[src/rtl/sd_pkg.sv]
// Shared types and constants for the SD-card SPI-mode init sequencer.
package sd_pkg;

  // Sequencer states.
  typedef enum logic [2:0] {
    ST_IDLE       = 3'd0,
    ST_ISSUE      = 3'd1,
    ST_WAIT_BUSY  = 3'd2,
    ST_COLLECT    = 3'd3,
    ST_CHECK      = 3'd4,
    ST_RETRY_WAIT = 3'd5,
    ST_DONE       = 3'd6,
    ST_ERROR      = 3'd7
  } state_e;

  // Command currently being issued.
  typedef enum logic [2:0] {
    CMD_0   = 3'd0,
    CMD_8   = 3'd1,
    CMD_55  = 3'd2,
    CMD_A41 = 3'd3,
    CMD_58  = 3'd4
  } cmd_e;

  // Failure classes reported on error_code.
  typedef enum logic [2:0] {
    ERR_NONE   = 3'd0,
    ERR_CMD0   = 3'd1,
    ERR_CMD8   = 3'd2,
    ERR_ACMD41 = 3'd3,
    ERR_CMD58  = 3'd4,
    ERR_SPI    = 3'd5
  } err_e;

  // Full 48-bit command frames (start bits, index, argument, CRC7, stop bit).
  localparam logic [47:0] FRAME_CMD0   = 48'h400000000095;
  localparam logic [47:0] FRAME_CMD8   = 48'h48000001AA87;
  localparam logic [47:0] FRAME_CMD55  = 48'h770000000065;
  localparam logic [47:0] FRAME_ACMD41 = 48'h694000000077;
  localparam logic [47:0] FRAME_CMD58  = 48'h7A00000000FD;

  // Response lengths: R1 alone, or R1 followed by a 32-bit payload (R7/R3).
  localparam logic [9:0] BYTES_R1   = 10'd1;
  localparam logic [9:0] BYTES_LONG = 10'd5;

  localparam logic [7:0] R1_IDLE  = 8'h01;
  localparam logic [7:0] R1_READY = 8'h00;

  function automatic logic [47:0] cmd_frame(input cmd_e c);
    case (c)
      CMD_0:   return FRAME_CMD0;
      CMD_8:   return FRAME_CMD8;
      CMD_55:  return FRAME_CMD55;
      CMD_A41: return FRAME_ACMD41;
      default: return FRAME_CMD58;
    endcase
  endfunction

  function automatic logic [9:0] cmd_bytes(input cmd_e c);
    if (c == CMD_8 || c == CMD_58) return BYTES_LONG;
    return BYTES_R1;
  endfunction

endpackage

[src/rtl/sd_init_ctrl.sv]
// SD-card SPI-mode initialisation sequencer: CMD0, CMD8, CMD55/ACMD41 polling,
// CMD58, then switches the SPI clock to fast speed and reports capacity class.
// Handshake with the SPI engine: spi_cmd is a one-cycle strobe issued only when
// spi_busy is low; the engine then raises spi_busy for the whole transaction,
// strobes each received byte with spi_avail, and drops spi_busy when finished.
module sd_init_ctrl
  import sd_pkg::*;
#(
  parameter int unsigned CMD0_RETRIES   = 8,
  parameter int unsigned ACMD41_RETRIES = 1000,
  parameter int unsigned RETRY_WAIT     = 100
) (
  input  logic        clk,
  input  logic        res_n,
  input  logic        start,
  output logic [47:0] spi_cmd_data,
  output logic        spi_cmd,
  output logic [9:0]  spi_bytes_expected,
  input  logic        spi_busy,
  input  logic        spi_error,
  input  logic [7:0]  spi_response,
  input  logic        spi_avail,
  output logic        speed,
  output logic        init_done,
  output logic        init_error,
  output logic [2:0]  error_code,
  output logic        card_sdhc,
  output state_e      dbg_state
);

  localparam int C0_W  = $clog2(CMD0_RETRIES + 1);
  localparam int A41_W = $clog2(ACMD41_RETRIES + 1);
  localparam int WT_W  = $clog2(RETRY_WAIT + 1);
  localparam logic [C0_W-1:0]  C0_MAX    = C0_W'(CMD0_RETRIES);
  localparam logic [A41_W-1:0] A41_MAX   = A41_W'(ACMD41_RETRIES);
  localparam logic [WT_W-1:0]  WAIT_LOAD = WT_W'(RETRY_WAIT - 1);

  state_e            state_q, state_d;
  cmd_e              cmd_q, cmd_d;
  logic [47:0]       frame_q, frame_d;
  logic [9:0]        bytes_q, bytes_d;
  logic              spi_cmd_q, spi_cmd_d;
  logic [39:0]       cap_q, cap_d;
  logic [9:0]        byte_cnt_q, byte_cnt_d;
  logic              err_seen_q, err_seen_d;
  logic [C0_W-1:0]   c0_cnt_q, c0_cnt_d;
  logic [A41_W-1:0]  a41_cnt_q, a41_cnt_d;
  logic [WT_W-1:0]   wait_q, wait_d;
  logic              done_q, done_d;
  logic              error_q, error_d;
  err_e              code_q, code_d;
  logic              sdhc_q, sdhc_d;
  logic              speed_q, speed_d;
  logic              cmd_load;
  logic [7:0]        r1;
  logic              cap_unused;

  // Payload bytes 2..3 and the rest of the OCR carry nothing this block checks.
  assign cap_unused = ^{cap_q[31], cap_q[29:12]};

  // State register and all registered outputs.
  always_ff @(posedge clk or negedge res_n) begin
    if (!res_n) begin
      state_q    <= ST_IDLE;
      cmd_q      <= CMD_0;
      frame_q    <= '0;
      bytes_q    <= '0;
      spi_cmd_q  <= 1'b0;
      cap_q      <= '0;
      byte_cnt_q <= '0;
      err_seen_q <= 1'b0;
      c0_cnt_q   <= '0;
      a41_cnt_q  <= '0;
      wait_q     <= '0;
      done_q     <= 1'b0;
      error_q    <= 1'b0;
      code_q     <= ERR_NONE;
      sdhc_q     <= 1'b0;
      speed_q    <= 1'b0;
    end else begin
      state_q    <= state_d;
      cmd_q      <= cmd_d;
      frame_q    <= frame_d;
      bytes_q    <= bytes_d;
      spi_cmd_q  <= spi_cmd_d;
      cap_q      <= cap_d;
      byte_cnt_q <= byte_cnt_d;
      err_seen_q <= err_seen_d;
      c0_cnt_q   <= c0_cnt_d;
      a41_cnt_q  <= a41_cnt_d;
      wait_q     <= wait_d;
      done_q     <= done_d;
      error_q    <= error_d;
      code_q     <= code_d;
      sdhc_q     <= sdhc_d;
      speed_q    <= speed_d;
    end
  end

  // Next-state, response capture and response checking.
  always_comb begin
    state_d    = state_q;
    cmd_d      = cmd_q;
    frame_d    = frame_q;
    bytes_d    = bytes_q;
    spi_cmd_d  = 1'b0;
    cap_d      = cap_q;
    byte_cnt_d = byte_cnt_q;
    err_seen_d = err_seen_q;
    c0_cnt_d   = c0_cnt_q;
    a41_cnt_d  = a41_cnt_q;
    wait_d     = wait_q;
    done_d     = done_q;
    error_d    = error_q;
    code_d     = code_q;
    sdhc_d     = sdhc_q;
    speed_d    = speed_q;
    cmd_load   = 1'b0;
    // A short response sits in the low byte; a long one has R1 on top.
    r1 = (bytes_q == BYTES_LONG) ? cap_q[39:32] : cap_q[7:0];

    case (state_q)
      ST_IDLE, ST_DONE, ST_ERROR: begin
        if (start) begin
          done_d    = 1'b0;
          error_d   = 1'b0;
          code_d    = ERR_NONE;
          sdhc_d    = 1'b0;
          speed_d   = 1'b0;
          c0_cnt_d  = '0;
          a41_cnt_d = '0;
          cmd_d     = CMD_0;
          cmd_load  = 1'b1;
          state_d   = ST_ISSUE;
        end
      end
      ST_ISSUE: begin
        if (!spi_busy) begin
          spi_cmd_d  = 1'b1;
          cap_d      = '0;
          byte_cnt_d = '0;
          err_seen_d = 1'b0;
          state_d    = ST_WAIT_BUSY;
        end
      end
      ST_WAIT_BUSY: begin
        if (spi_busy) begin
          if (spi_error) err_seen_d = 1'b1;
          state_d = ST_COLLECT;
        end
      end
      ST_COLLECT: begin
        if (spi_busy && spi_error) err_seen_d = 1'b1;
        // A byte arriving together with the falling busy still counts.
        if (spi_avail) begin
          cap_d = {cap_q[31:0], spi_response};
          if (byte_cnt_q != '1) byte_cnt_d = byte_cnt_q + 10'd1;
        end
        if (!spi_busy) begin
          if (err_seen_d || (byte_cnt_d != bytes_q)) begin
            state_d = ST_ERROR;
            code_d  = ERR_SPI;
          end else begin
            state_d = ST_CHECK;
          end
        end
      end
      ST_CHECK: begin
        state_d = ST_ERROR;
        case (cmd_q)
          CMD_0: begin
            if (c0_cnt_q != '1) c0_cnt_d = c0_cnt_q + 1'b1;
            if (r1 == R1_IDLE) begin
              cmd_d = CMD_8;  cmd_load = 1'b1; state_d = ST_ISSUE;
            end else if (c0_cnt_d < C0_MAX) begin
              cmd_load = 1'b1; state_d = ST_ISSUE;
            end else begin
              code_d = ERR_CMD0;
            end
          end
          CMD_8: begin
            if (r1 == R1_IDLE && cap_q[11:8] == 4'h1 && cap_q[7:0] == 8'hAA) begin
              cmd_d = CMD_55; cmd_load = 1'b1; state_d = ST_ISSUE;
            end else begin
              code_d = ERR_CMD8;
            end
          end
          CMD_55: begin
            if (r1 == R1_READY || r1 == R1_IDLE) begin
              cmd_d = CMD_A41; cmd_load = 1'b1; state_d = ST_ISSUE;
            end else begin
              code_d = ERR_ACMD41;
            end
          end
          CMD_A41: begin
            if (a41_cnt_q != '1) a41_cnt_d = a41_cnt_q + 1'b1;
            if (r1 == R1_READY) begin
              cmd_d = CMD_58; cmd_load = 1'b1; state_d = ST_ISSUE;
            end else if (r1 == R1_IDLE && a41_cnt_d < A41_MAX) begin
              cmd_d = CMD_55; cmd_load = 1'b1; wait_d = WAIT_LOAD;
              state_d = ST_RETRY_WAIT;
            end else begin
              code_d = ERR_ACMD41;
            end
          end
          default: begin
            if (r1 == R1_READY) begin
              sdhc_d  = cap_q[30];
              state_d = ST_DONE;
            end else begin
              code_d = ERR_CMD58;
            end
          end
        endcase
      end
      ST_RETRY_WAIT: begin
        if (wait_q == '0) state_d = ST_ISSUE;
        else wait_d = wait_q - 1'b1;
      end
      default: state_d = ST_IDLE;
    endcase

    if (cmd_load) begin
      frame_d = cmd_frame(cmd_d);
      bytes_d = cmd_bytes(cmd_d);
    end
    // Status outputs rise in the same cycle the terminal state is entered.
    if (state_q != ST_DONE && state_d == ST_DONE) begin
      done_d  = 1'b1;
      speed_d = 1'b1;
    end
    if (state_q != ST_ERROR && state_d == ST_ERROR) begin
      error_d = 1'b1;
      speed_d = 1'b0;
    end
  end

  assign spi_cmd_data       = frame_q;
  assign spi_bytes_expected = bytes_q;
  assign spi_cmd            = spi_cmd_q;
  assign speed              = speed_q;
  assign init_done          = done_q;
  assign init_error         = error_q;
  assign error_code         = code_q;
  assign card_sdhc          = sdhc_q;
  assign dbg_state          = state_q;

endmodule

[config.mk]
export PLATFORM = sky130hd
export DESIGN_NAME = sd_init_ctrl
export DESIGN_NICKNAME = d
export VERILOG_FILES = /design/src/rtl/sd_pkg.sv /design/src/rtl/sd_init_ctrl.sv
export SDC_FILE = /design/constraint.sdc
export NUM_CORES = 1
export LEC_CHECK = 0
export BUFFER_PORTS_ARGS = -buffer_cell sky130_fd_sc_hd__buf_2
export CAP_MARGIN = 0
export CORE_MARGIN = 5
export CORE_UTILIZATION = 38
export CTS_BUF_LIST = sky130_fd_sc_hd__clkbuf_4
export CTS_CLUSTER_SIZE = 20
export DETAILED_ROUTE_END_ITERATION = 10
export PLACE_DENSITY = 0.61
export SETUP_SLACK_MARGIN = 0.2
export SLEW_MARGIN = 5
export SYNTH_ARGS = -nofsm -noshare
export SYNTH_HDL_FRONTEND = slang
export SYNTH_SLANG_ARGS = --single-unit
[constraint.sdc]
create_clock -name clk -period 5.2 [get_ports clk]
set_input_delay 0.26 -clock clk [delete_from_list [all_inputs] [get_ports clk]]
set_output_delay 0.26 -clock clk [all_outputs]
set_load 0.005 [all_outputs]
==> summary.txt <==
IO Pins: 83
Number of CTS-inserted buffers: 9
Area Growth Syn to Fin: 7.62%
Max-cap violation count: 0
Max-slew headroom: 0.412
Leak pwr: 0.00269 uW
RD Place Congestion: 0.863
Clock latency on the worst-skew pair: 460 ps
IO Port Bufs: 47
Via/cell ratio: 5.46
Area of the die: 16500 um^2
Final Cell Area: 5740 um^2
Vias in the first global route: 3977
First-pass GRT wire length: 20.0 mm
Post-DRT Antenna Nets: 0
Cell taking the most area after synthesis: dfrtp_1
DRC errors left: 0
CTS Buffer Depth: 2
Initial DRC Count: 394
Peak VDD IR: 0.000258 V
Multi-input combinational cell area: 2460 um^2
Final hold vios: 0
Crit Path Max Fanout: 9
Total gr overflow: 0
Outcome: completed
Kind of critical path: register to register
Syn Area/Cell: 9.62 um^2
CP endpoint: speed$_DFFE_PN0P_
Root buf cell: clkbuf_4
Crit Reg-Reg Endpoint: speed$_DFFE_PN0P_
Maximum achievable frequency: 332 MHz
Reg2Reg Depth: 9
Design Power: 2470 uW
Setup-failing EPs final: 0
Yosys top cell area share: 0.464
Final period util: 0.579
Fin Clk Skew: 24.5 ps
Synth area leaders: dfrtp_1 46%, a22o_1 8.0%, buf_4 6.3%
Filler cells: 1343
Mapped Cells: 555
CP max-delay cell: or4b_1
Worst Setup End Kind: register
Worst reg2reg setup slack: 2190 ps
Number of flops mapped to enable cells by yosys: 0
Final WL: 11.9 mm
Min Tclk post-route: 3010 ps
TNS Setup: 0 ps
Worst-path cell chain: ha_1, and3_1, nand4_2, and3_4, o31ai_4, a21oi_1, a31o_1, or4b_1, a21boi_1
Unrepaired setup endpoints after global routing: false
Dpl cell area: 5520 um^2
Worst Path Arrival: 3370 ps
Hold Crit Start: spi_response[1]
Starting Density: 0.386
Initial DRT Pass Iterations: 5
Worst setup path start: a41_cnt_q[0]$_DFFE_PN0P_
Die width: 129 um
Synth warnings: 0
Post-synthesis async set-or-reset flop share: 1.00
Seq cells post-synth: 99
Core Area: 13800 um^2
Clock transition at path regs: 150 ps
Worst slew pin tran: 879 ps
Pin count of the biggest net entering global routing: 53
Ys flop type: dfrtp_1
# diodes: 0
Reg area: 2480 um^2
Share of cells above drive strength 1: 0.135
HPWL Detailed: 8.42 mm
WL/cell: 15.5 um
Initial antenna violation count: 0
Non-filler cells in the finished layout: 773
TritonCTS clock tree: yes
Post-Place Cells: 749
Most common cell in the synthesized netlist: dfrtp_1
Synth top cells by count: 99 x dfrtp_1, 49 x a22o_1, 45 x buf_4, 45 x nand2_1, 45 x o21ai_0
HP Class: input pin to register
Crit path launch type: register
Synth unique cells: 64
Clk sink count: 99
DIE HEIGHT: 129 um
Vias: 4219
Rows: 43
Worst EP required: 5550 ps
Reg-to-Reg Start: a41_cnt_q[0]$_DFFE_PN0P_
Max stage delay on crit path: 630 ps
Post-synthesis sequential area ratio: 0.464
Gr usage total: 0.148
P per Cell Area: 431 nW/um^2
Synth Cell Area: 5340 um^2
CTS H-tree lvls: 3
Nets: 607
Fin. max-slew vios: 0
-- sequential cells by signal, summed over array words and instances, names as in the netlist --
name	cells
cap_q	40
spi_cmd_data	12
a41_cnt_q	10
byte_cnt_q	10
wait_q	7
c0_cnt_q	4
cmd_q	3
dbg_state	3
error_code	3
card_sdhc	1
err_seen_q	1
init_done	1
init_error	1
speed	1
spi_bytes_expected	1
spi_cmd	1
-- power breakdown --
| group | switching (uW) | total (uW) | internal (uW) |
|---|---|---|---|
| clock | 256 | 416 | 160 |
| combinational | 482 | 855 | 372 |
| sequential | 211 | 1200 | 991 |
-- per-stage QoR --
stage | worst slack [ps] | hold WS [ps] | utilization
finish | 2190 | 37.4 | 0.415
global route | 1930 | 11.8 | 0.415
CTS | 2170 | 1.14 | 0.415
detailed placement | 2200 | 331 | 0.399
global placement | 2250 | 323 | 0.399
floorplan | 2380 | -35.6 | -
-- area by class of cell --
cell class,instances,area share
clock buffer,11,0.0144
tap,180,0.0392
sequential,99,0.431
inverter,19,0.0124
clock inverter,5,0.0107
multi-input combinational,398,0.429
timing repair buffer,61,0.0632
-- routing by layer --
layer | vias to the layer above | part of all wire | GRT usage
li1 | 2019 | - | -
met1 | 2064 | 0.50 | 0.217
met2 | 118 | 0.43 | 0.213
met3 | 18 | 0.052 | 0.0278
met4 | 0 | 0.023 | 0.0655
met5 | - | 0 | 0
-- cells in the final DEF (no fill, tap or decap), types with 4 or more instances in the layout --
master / n
dfrtp_1: 99
a22o_1: 49
buf_2: 46
nand2_1: 45
o21ai_0: 45
conb_1: 35
nor2_1: 30
nand3_1: 21
inv_1: 19
a21oi_1: 17
nor3_1: 13
clkbuf_4: 11
nand2b_1: 10
nor2b_1: 10
a31oi_1: 9
and3_1: 9
dlygate4sd3_1: 8
buf_4: 7
nand4_1: 6
a21o_1: 5
a41oi_1: 5
o221ai_1: 5
ha_1: 5
o31ai_1: 4
a22oi_1: 4
mux2i_1: 4
and4_1: 4
nor4_1: 4
and2_1: 4
-- cells by family (layout without fill, tap and decap cells) --
group | Yosys count | after routing | share of synthesized area
adders and majority gates | 5 | 5 | 0.0117
and+or+nand+nor | 174 | 174 | 0.170
DFF | 99 | 99 | 0.464
xor gates and xnor gates | 5 | 5 | 0.00821
buffers and inverters | 92 | 96 | 0.0992
AOI/OAI and AO/OA | 171 | 171 | 0.229
muxes | 8 | 8 | 0.0166
other | 1 | 35 | 0.000703
-- worst min path at each step --
stage,endpoint,cells past startpoint
finish,cap_q[1]$_DFFE_PN0P_,2
global route,cap_q[1]$_DFFE_PN0P_,2
detailed placement,wait_q[6]$_DFFE_PN0P_,1
floorplan,a41_cnt_q[0]$_DFFE_PN0P_,0
CTS,cap_q[1]$_DFFE_PN0P_,2
global placement,wait_q[6]$_DFFE_PN0P_,1
-- worst max-delay path, delay by kind of cell, from the launching register on --
family	cells	cell delay (ps)
AO/OA/AOI/OAI	4	840
adder cells (fa/ha/maj)	1	320
flip-flops	1	430
AND/OR/NAND/NOR	4	1330
-- repair_timing --
action                    CTS  global route
hold buffers                8             0
hold endpoints to repair   54             0
buffers inserted            0             0
resized for setup           0             0
Power figures use the tool's default switching activity.
